--- config.mk ---
export PLATFORM = sky130hd
export DESIGN_NAME = up_axi_master
export DESIGN_NICKNAME = d
export VERILOG_FILES = /design/src/rtl/up_axi_master_pkg.sv /design/src/rtl/up_axi_master.sv
export SDC_FILE = /design/constraint.sdc
export NUM_CORES = 1
export LEC_CHECK = 0
export BUFFER_PORTS_ARGS = -buffer_cell sky130_fd_sc_hd__buf_4
export CAP_MARGIN = 10
export CORE_MARGIN = 4
export CORE_UTILIZATION = 49
export CTS_CLUSTER_SIZE = 14
export DETAILED_ROUTE_END_ITERATION = 12
export PLACE_DENSITY_LB_ADDON = 0.3
export SLEW_MARGIN = 5
export SYNTH_ARGS = -nofsm -noshare
export SYNTH_HDL_FRONTEND = slang
export SYNTH_SLANG_ARGS = --single-unit
--- constraint.sdc ---
create_clock -name up_clk -period 3.06 [get_ports up_clk]
set_clock_uncertainty 0.2 [all_clocks]
set_input_delay 0.306 -clock up_clk [delete_from_list [all_inputs] [get_ports up_clk]]
set_output_delay 0.306 -clock up_clk [all_outputs]
set_load 0.01 [all_outputs]
--- src/rtl/up_axi_master_pkg.sv ---
`default_nettype none
// +----------------------------------------------------------------------+
// | up_axi_master_pkg                                                    |
// | State encodings and AXI constants shared by the up-bus AXI master.   |
// | Revision: 1.0                                                        |
// +----------------------------------------------------------------------+
package up_axi_master_pkg;

    localparam int c_STATE_W = 3;
    typedef logic [c_STATE_W-1:0] state_t;

    localparam state_t c_ST_IDLE    = 3'd0;
    localparam state_t c_ST_WR      = 3'd1;
    localparam state_t c_ST_WR_RESP = 3'd2;
    localparam state_t c_ST_RD_ADDR = 3'd3;
    localparam state_t c_ST_RD_DATA = 3'd4;

    localparam logic [1:0]  c_AXI_RESP_OKAY = 2'b00;
    localparam logic [2:0]  c_AXI_PROT      = 3'b000;
    localparam logic [3:0]  c_AXI_WSTRB     = 4'hF;
    localparam logic [31:0] c_TIMEOUT_RDATA = 32'hDEAD_DEAD;

endpackage
`default_nettype wire

--- src/rtl/up_axi_master.sv ---
`default_nettype none
// +----------------------------------------------------------------------+
// | up_axi_master                                                        |
// | Turns up-bus read/write pulses into single AXI4-Lite transactions.   |
// | Revision: 1.0                                                        |
// +----------------------------------------------------------------------+
module up_axi_master
    import up_axi_master_pkg::*;
#(
    parameter int AXI_ADDRESS_WIDTH = 16,
    parameter int ADDRESS_WIDTH     = 14,
    parameter int TIMEOUT_CYCLES    = 255
) (
    input  logic                         up_clk,
    input  logic                         up_rstn,
    input  logic                         up_wreq,
    input  logic [ADDRESS_WIDTH-1:0]     up_waddr,
    input  logic [31:0]                  up_wdata,
    output logic                         up_wack,
    input  logic                         up_rreq,
    input  logic [ADDRESS_WIDTH-1:0]     up_raddr,
    output logic [31:0]                  up_rdata,
    output logic                         up_rack,
    output logic                         up_busy,
    output logic                         up_err,
    output logic                         up_drop,
    output logic                         m_axi_awvalid,
    input  logic                         m_axi_awready,
    output logic [AXI_ADDRESS_WIDTH-1:0] m_axi_awaddr,
    output logic [2:0]                   m_axi_awprot,
    output logic                         m_axi_wvalid,
    input  logic                         m_axi_wready,
    output logic [31:0]                  m_axi_wdata,
    output logic [3:0]                   m_axi_wstrb,
    input  logic                         m_axi_bvalid,
    output logic                         m_axi_bready,
    input  logic [1:0]                   m_axi_bresp,
    output logic                         m_axi_arvalid,
    input  logic                         m_axi_arready,
    output logic [AXI_ADDRESS_WIDTH-1:0] m_axi_araddr,
    output logic [2:0]                   m_axi_arprot,
    input  logic                         m_axi_rvalid,
    output logic                         m_axi_rready,
    input  logic [31:0]                  m_axi_rdata,
    input  logic [1:0]                   m_axi_rresp
);

    localparam int                 c_CNT_W = $clog2(TIMEOUT_CYCLES + 1);
    localparam logic [c_CNT_W-1:0] c_TMO   = c_CNT_W'(TIMEOUT_CYCLES);

    state_t                   r_state;
    state_t                   w_state_nxt;
    logic [c_CNT_W-1:0]       r_cnt;
    logic [ADDRESS_WIDTH-1:0] r_waddr;
    logic [ADDRESS_WIDTH-1:0] r_raddr;
    logic [31:0]              r_wdata;
    logic [31:0]              r_rdata;
    logic                     r_rd_pend;
    logic                     r_awvalid;
    logic                     r_wvalid;
    logic                     r_bready;
    logic                     r_arvalid;
    logic                     r_rready;
    logic                     r_wack;
    logic                     r_rack;
    logic                     r_err;
    logic                     r_drop;
    logic                     w_timeout;
    logic                     w_aw_done;
    logic                     w_w_done;

    assign w_aw_done = !r_awvalid || m_axi_awready;
    assign w_w_done  = !r_wvalid  || m_axi_wready;

    always_ff @(posedge up_clk) begin
        if (!up_rstn) begin
            r_state <= c_ST_IDLE;
        end else begin
            r_state <= w_state_nxt;
        end
    end

    always_comb begin
        w_state_nxt = r_state;
        case (r_state)
            c_ST_IDLE: begin
                if (r_rd_pend || (up_rreq && !up_wreq)) begin
                    w_state_nxt = c_ST_RD_ADDR;
                end else if (up_wreq) begin
                    w_state_nxt = c_ST_WR;
                end
            end
            c_ST_WR: begin
                if (w_timeout) begin
                    w_state_nxt = c_ST_IDLE;
                end else if (w_aw_done && w_w_done) begin
                    w_state_nxt = c_ST_WR_RESP;
                end
            end
            c_ST_WR_RESP: begin
                if (m_axi_bvalid || w_timeout) begin
                    w_state_nxt = c_ST_IDLE;
                end
            end
            c_ST_RD_ADDR: begin
                if (w_timeout) begin
                    w_state_nxt = c_ST_IDLE;
                end else if (m_axi_arready) begin
                    w_state_nxt = c_ST_RD_DATA;
                end
            end
            c_ST_RD_DATA: begin
                if (m_axi_rvalid || w_timeout) begin
                    w_state_nxt = c_ST_IDLE;
                end
            end
            default: w_state_nxt = c_ST_IDLE;
        endcase
    end

    // A read queued behind a write keeps the block busy through the write ack
    always_comb begin
        up_busy   = (r_state != c_ST_IDLE) || r_rd_pend;
        w_timeout = (r_cnt == c_TMO);
    end

    always_ff @(posedge up_clk) begin
        if (!up_rstn) begin
            r_cnt     <= '0;
            r_waddr   <= '0;
            r_raddr   <= '0;
            r_wdata   <= '0;
            r_rdata   <= '0;
            r_rd_pend <= 1'b0;
            r_awvalid <= 1'b0;
            r_wvalid  <= 1'b0;
            r_bready  <= 1'b0;
            r_arvalid <= 1'b0;
            r_rready  <= 1'b0;
            r_wack    <= 1'b0;
            r_rack    <= 1'b0;
            r_err     <= 1'b0;
            r_drop    <= 1'b0;
        end else begin
            r_wack <= 1'b0;
            r_rack <= 1'b0;
            r_err  <= 1'b0;
            if (up_busy && (up_wreq || up_rreq)) begin
                r_drop <= 1'b1;
            end
            if (r_state == c_ST_IDLE) begin
                r_cnt <= '0;
            end else if (!w_timeout) begin
                r_cnt <= r_cnt + 1'b1;
            end
            case (r_state)
                c_ST_IDLE: begin
                    if (r_rd_pend) begin
                        r_rd_pend <= 1'b0;
                        r_arvalid <= 1'b1;
                    end else if (up_wreq) begin
                        r_waddr   <= up_waddr;
                        r_wdata   <= up_wdata;
                        r_awvalid <= 1'b1;
                        r_wvalid  <= 1'b1;
                        if (up_rreq) begin
                            r_raddr   <= up_raddr;
                            r_rd_pend <= 1'b1;
                        end
                    end else if (up_rreq) begin
                        r_raddr   <= up_raddr;
                        r_arvalid <= 1'b1;
                    end
                end
                c_ST_WR: begin
                    if (w_timeout) begin
                        r_awvalid <= 1'b0;
                        r_wvalid  <= 1'b0;
                        r_wack    <= 1'b1;
                        r_err     <= 1'b1;
                    end else begin
                        if (m_axi_awready) begin
                            r_awvalid <= 1'b0;
                        end
                        if (m_axi_wready) begin
                            r_wvalid <= 1'b0;
                        end
                        if (w_aw_done && w_w_done) begin
                            r_bready <= 1'b1;
                        end
                    end
                end
                c_ST_WR_RESP: begin
                    if (m_axi_bvalid) begin
                        r_bready <= 1'b0;
                        r_wack   <= 1'b1;
                        r_err    <= (m_axi_bresp != c_AXI_RESP_OKAY);
                    end else if (w_timeout) begin
                        r_bready <= 1'b0;
                        r_wack   <= 1'b1;
                        r_err    <= 1'b1;
                    end
                end
                c_ST_RD_ADDR: begin
                    if (w_timeout) begin
                        r_arvalid <= 1'b0;
                        r_rack    <= 1'b1;
                        r_err     <= 1'b1;
                        r_rdata   <= c_TIMEOUT_RDATA;
                    end else if (m_axi_arready) begin
                        r_arvalid <= 1'b0;
                        r_rready  <= 1'b1;
                    end
                end
                c_ST_RD_DATA: begin
                    if (m_axi_rvalid) begin
                        r_rready <= 1'b0;
                        r_rack   <= 1'b1;
                        r_rdata  <= m_axi_rdata;
                        r_err    <= (m_axi_rresp != c_AXI_RESP_OKAY);
                    end else if (w_timeout) begin
                        r_rready <= 1'b0;
                        r_rack   <= 1'b1;
                        r_err    <= 1'b1;
                        r_rdata  <= c_TIMEOUT_RDATA;
                    end
                end
                default: ;
            endcase
        end
    end

    assign up_wack       = r_wack;
    assign up_rack       = r_rack;
    assign up_rdata      = r_rdata;
    assign up_err        = r_err;
    assign up_drop       = r_drop;
    assign m_axi_awvalid = r_awvalid;
    assign m_axi_awaddr  = AXI_ADDRESS_WIDTH'({r_waddr, 2'b00});
    assign m_axi_awprot  = c_AXI_PROT;
    assign m_axi_wvalid  = r_wvalid;
    assign m_axi_wdata   = r_wdata;
    assign m_axi_wstrb   = c_AXI_WSTRB;
    assign m_axi_bready  = r_bready;
    assign m_axi_arvalid = r_arvalid;
    assign m_axi_araddr  = AXI_ADDRESS_WIDTH'({r_raddr, 2'b00});
    assign m_axi_arprot  = c_AXI_PROT;
    assign m_axi_rready  = r_rready;

endmodule
`default_nettype wire

== Yosys cells after proc, flatten, opt, wreduce, memory -nomap -nowiden ==
Index checks and enable logic that the tools add are counted.

* Bits in registers: 113
* Input port bits: 105
* Output and inout bits: 116
* Logic and storage cells: 118

* Add/subtract/negate cells: 1
* Eq/ne operators: 22
* Multiplexer cells: 46
* Bitwise gates (word level): 2
* Reduce and logical (&&, ||, !) cells: 31

{| class="wikitable"
|+ Operator list
! cell !! number
|-
| $mux W32 || 2
|-
| $pmux W32 S2 || 1
|-
| $ne A3 B3 Y1 const B || 9
|-
| $mux W1 || 26
|-
| $mux W3 || 8
|-
| $reduce_and A4 Y1 || 5
|-
| $ne A2 B2 Y1 const B || 8
|-
| $pmux W3 S5 || 1
|-
| $pmux W1 S2 || 7
|-
| $reduce_bool A2 Y1 || 6
|-
| $add A8 B1 Y8 const B || 1
|-
| $eq A8 B8 Y1 const B || 1
|-
| $logic_or A1 B1 Y1 || 7
|-
| $eq A3 B2 Y1 const B || 2
|-
| $reduce_and A3 Y1 || 2
|-
| $reduce_and A5 Y1 || 1
|-
| $reduce_or A2 Y1 || 2
|-
| $eq A3 B1 Y1 const B || 1
|-
| $eq A3 B3 Y1 const B || 1
|-
| $logic_and A1 B1 Y1 || 3
|-
| $logic_not A1 Y1 || 3
|-
| $logic_not A3 Y1 || 1
|-
| $pmux W1 S3 || 1
|-
| $reduce_bool A3 Y1 || 1
|-
| $not A1 Y1 || 2
|}

== Logic depth before layout (Yosys ltp) ==
* Depth in word-level cells: 6
* Mapped depth: 7
* Depth with buffers taken out: 5

== Worst setup path after synthesis ==
Ideal clock, no wire load.

* Path type: register to register
* Start point: reg r_cnt[0]
* End point: reg r_rdata[10], in the netlist up_rdata[10]
* Setup time: 0.119 ns
* Data arrival time: 1.509 ns
* Required time: 2.741 ns
* Path slack: 1.232 ns
* Stages on the path, launching flop included: 8
* Buffers on the path: 2
* Cell sequence: dfxtp_1 ha_1 and3_1 buf_2 a21oi_1 nor2_2 buf_2 o221a_2

* Longest elaborated chain between the ends: 4

{| class="wikitable"
|+ RTL lines
! element !! line !! text
|-
| start: declaration || up_axi_master.sv:53 || <nowiki>logic [c_CNT_W-1:0] r_cnt;</nowiki>
|-
| start signal: assignment || up_axi_master.sv:154 || <nowiki>r_cnt <= r_cnt + 1'b1;</nowiki>
|-
| $eq A8 B8 Y1 * || up_axi_master.sv:124 || <nowiki>w_timeout = (r_cnt == c_TMO);</nowiki>
|-
| $mux W32 * || - ||
|-
| $mux W32 || - ||
|-
| $pmux W32 S2 * || - ||
|-
| end signal: assignment || up_axi_master.sv:209 || <nowiki>r_rdata <= c_TIMEOUT_RDATA;</nowiki>
|-
| end signal: assignment || up_axi_master.sv:219 || <nowiki>r_rdata <= m_axi_rdata;</nowiki>
|-
| end signal: assignment || up_axi_master.sv:225 || <nowiki>r_rdata <= c_TIMEOUT_RDATA;</nowiki>
|-
| end: declaration || up_axi_master.sv:57 || <nowiki>logic [31:0] r_rdata;</nowiki>
|}

Every way passes the cells marked *; elsewhere a longest branch is shown, timed or not.
A chain may end at the register's enable or synchronous reset.

== Worst setup path after layout ==
* Start point: reg r_cnt[0]
* End point: reg r_err, in the netlist up_err

* Longest elaborated chain between the ends: 4

{| class="wikitable"
|+ RTL lines
! element !! line !! text
|-
| $eq A8 B8 Y1 * || up_axi_master.sv:124 ||
|-
| $mux W1 * || - ||
|-
| $mux W1, on equally long branches || up_axi_master.sv:216, up_axi_master.sv:194 ||
|-
| $pmux W1 S3 * || up_axi_master.sv:156 || <nowiki>case (r_state)</nowiki>
|-
| end signal: assignment || up_axi_master.sv:197 || <nowiki>r_err <= (m_axi_bresp != c_AXI_RESP_OKAY);</nowiki>
|-
| end signal: assignment || up_axi_master.sv:220 || <nowiki>r_err <= (m_axi_rresp != c_AXI_RESP_OKAY);</nowiki>
|-
| end: declaration || up_axi_master.sv:66 || <nowiki>logic r_err;</nowiki>
|}

Marked as above.

==> flow_metrics.py <==
metrics = {
    "timing": {
        "finalMaxSlewViolations": 0,
        "fmax_ghz": 0.404,
        "setup_ws_ns": 0.583,
        "rsz0062_at_grt": "no",
        "tightest_slew_ns": 0.767,
        "layout_worst_path_cycle_share_pct": 80.9,
        "tns_ns": 0,
        "finalSetupViolations": 0,
        "slew_headroom_pct": 48.7,
        "min_period_ns": 2.48,
        "hold_violations": 0,
    },
    "pwr": {
        "ir_drop_mv": 0.468,
        "power_density_mw_per_mm2": 690,
        "p_leak_nw": 3.36,
    },
    "yosys": {
        "syn-instance-count": 500,
        "synth_area_leaders": "dfxtp_1 50%, nand2_1 12%, a21boi_0 8.0%",
        "synth.top_cell.area_share_pct": 50.0,
        "yosys.area.top_type": "dfxtp_1",
        "synth_flop_cell": "dfxtp_1",
        "ys_ff_latch": 113,
        "syn_area_mm2": 0.00453,
        "ys_warn_count": 0,
        "seq_area_frac_synth_pct": 50.0,
        "postSynth.asyncResetShare_pct": 0,
        "synth_cell_types": 50,
        "synth_edf_count": 0,
        "syn_area_per_cell_um2": 9.06,
    },
    "global_routing": {
        "grt_overflow": 0,
        "grt_start_max_net_pins": 83,
        "grt_first_pass_wirelength_mm": 25.3,
        "grt_pass1_vias": 5005,
        "antenna_found_initial": 0,
        "grt_util_all_layers_pct": 28.9,
    },
    "floorplanning": {
        "die_x_um": 104,
        "initial_utilization_pct": 51.2,
        "row_count": 34,
        "top_level_ports": 221,
        "dieArea_mm2": 0.0108,
        "core_area_mm2": 0.00885,
        "fp.dieH_um": 104,
    },
    "setup_path": {
        "crit_type": "reg -> reg",
        "cp.arrival_ns": 2.72,
        "critPathMaxStageDelay_ns": 0.56,
        "path_buf_inv": 1,
        "cp-start-kind": "register",
        "critPathCaptureType": "register",
        "crit_required_ns": 3.31,
        "critical_path.cell_chain": "ha_1, nand3_1, nor2_1, o211ai_1, a31oi_1, dlygate4sd3_1",
        "r2r_setup_slack_ns": 0.58,
        "path_max_fanout": 8,
        "cpLargestDelayFamily": "simple AND/OR/NAND/NOR gates",
        "critical_path.slowest_cell": "dlygate4sd3_1",
    },
    "placement": {
        "dp_slack_ns": 0.879,
        "place_hpwl_mm": 8.88,
        "gp_congestion": 0.840,
        "port_buffers": 206,
    },
    "cts": {
        "cts_tree": "done",
        "clock_sinks": 113,
        "clk_pin_slew_ns": 0.06,
        "numCtsBuffers": 17,
        "clockRootBuffer": "clkbuf_8",
        "h-tree-depth": 4,
        "ctsResizeCount": 0,
        "clock_latency_ns": 0.50,
        "cts_buffer_depth": 2,
    },
    "routing": {
        "avgRoutedWirePerCell_um": 17.5,
        "wirelength_mm": 16.0,
        "drc": 0,
        "drt_iter0_drc": 314,
        "routed_via_density": 5.37,
        "dr.pass1.iters": 5,
        "ant_nets": 0,
        "num_vias": 4905,
    },
    "cells_and_area": {
        "diodes": 0,
        "layout_common_cells": "210 x buf_4, 143 x nand2_1, 113 x dfxtp_1",
        "fillCellCount": 428,
        "layout_commonest_cell": "buf_4",
        "drive_gt1_share_pct": 33.5,
        "areaGrowthSynthToFinish_pct": 68.5,
        "nets": 898,
    },
    "job": {
        "drv_cap": 0,
    },
    "min_path": {
        "hold_class": "in -> reg",
    },
    "outcome": {
        "status": "complete, no violations",
    },
}
-- worst paths after layout --
path                                      start               to  cells after the start
worst max-delay path                   r_cnt[0]           up_err                      6
worst min register to register  m_axi_wdata[22]  m_axi_wdata[22]                      2
worst min-delay path                    up_rreq       r_state[1]                      4
worst max register to register         r_cnt[0]           up_err                      6
-- through the flow --
stage                     hold WS [ns]  utilization, %  power, mW  instance area (µm²)  instances
after floorplan                  0.241               -       2.58                 4570        512
after global placement           0.243            67.7       3.01                 5990        780
after detailed placement         0.245            67.7       3.06                 5990        780
after CTS                       0.0149            86.2       5.21                 7630        913
after global routing            0.0811            86.2       5.47                 7630        913
final                           0.0673            86.2       5.26                 7630        913
-- power by group --
part | internal, mW | switching (mW) | leakage [nW]
Sequential | 1.68 | 0.157 | 0.920
Combinational | 0.628 | 0.738 | 2.14
Clock | 1.37 | 0.693 | 0.294
Total | 3.67 | 1.59 | 3.36
-- kinds of logic (layout without fill, tap and decap cells) --
family                   after synthesis  after routing  synth area share (%)
AND/OR/NAND/NOR                      189            189                  18.5
multiplexers                           1              1                 0.221
AO/OA/AOI/OAI                        136            136                  23.2
XOR/XNOR                               5              5                 0.967
other                                  2             14                 0.166
buffers and inverters                 53            346                  6.74
flip-flops                           113            113                  50.0
adder cells (fa/ha/maj)                1              1                 0.276
-- metal layers --
| metal | GRT usage (%) | share of wire (%) | vias up |
|---|---|---|---|
| li1 | - | - | 2271 |
| met1 | 28.6 | 35 | 2313 |
| met2 | 55.1 | 54 | 259 |
| met3 | 7.20 | 7.0 | 62 |
| met4 | 15.2 | 4.2 | 0 |
| met5 | 0 | 0 | - |
-- registers in the layout (all words and copies together) (netlist names) --
| name | count |
|---|---|
| m_axi_arvalid | 1 |
| m_axi_rready | 1 |
| r_waddr | 14 |
| up_rdata | 32 |
| r_raddr | 14 |
| m_axi_awvalid | 1 |
| r_cnt | 8 |
| up_wack | 1 |
| r_state | 3 |
| r_rd_pend | 1 |
| m_axi_wdata | 32 |
| up_rack | 1 |
| up_drop | 1 |
| up_err | 1 |
| m_axi_wvalid | 1 |
| m_axi_bready | 1 |
-- synth_stat cells, types with 4 or more instances --
cell,n
buf_6,4
a21boi_1,24
nor2b_1,5
xnor2_1,4
nor3_1,6
o221a_2,22
o21ai_0,16
buf_4,17
nand3_1,4
buf_2,9
a21boi_0,48
dfxtp_1,113
nand2_1,143
and3_1,5
clkbuf_1,19
nor2_1,7
a21oi_1,11
-- worst register-to-register path, stage by stage, from the launching register on --
cell and delay [ns]:
dfxtp_1 0.36, ha_1 0.21, nand3_1 0.16, nor2_1 0.55
o211ai_1 0.17, a31oi_1 0.21, dlygate4sd3_1 0.56
-- repair_timing --
| action | CTS | global route |
|---|---|---|
| endpoints found under the hold margin | 101 | 0 |
| setup buffers | 0 | 0 |
| hold buffers | 101 | 0 |
-- layout make-up --
type                       count  area (µm²)  share of cell area (%)
tap                          108         135                    1.77
inverter                       3        11.3                   0.148
multi-input combinational    346        2010                    26.3
sequential                   113        2260                    29.7
timing repair buffer         311        2590                    33.9
clock buffer                  20         445                    5.84
clock inverter                12         181                    2.38
Note: power is estimated with default switching activity, not from simulation.
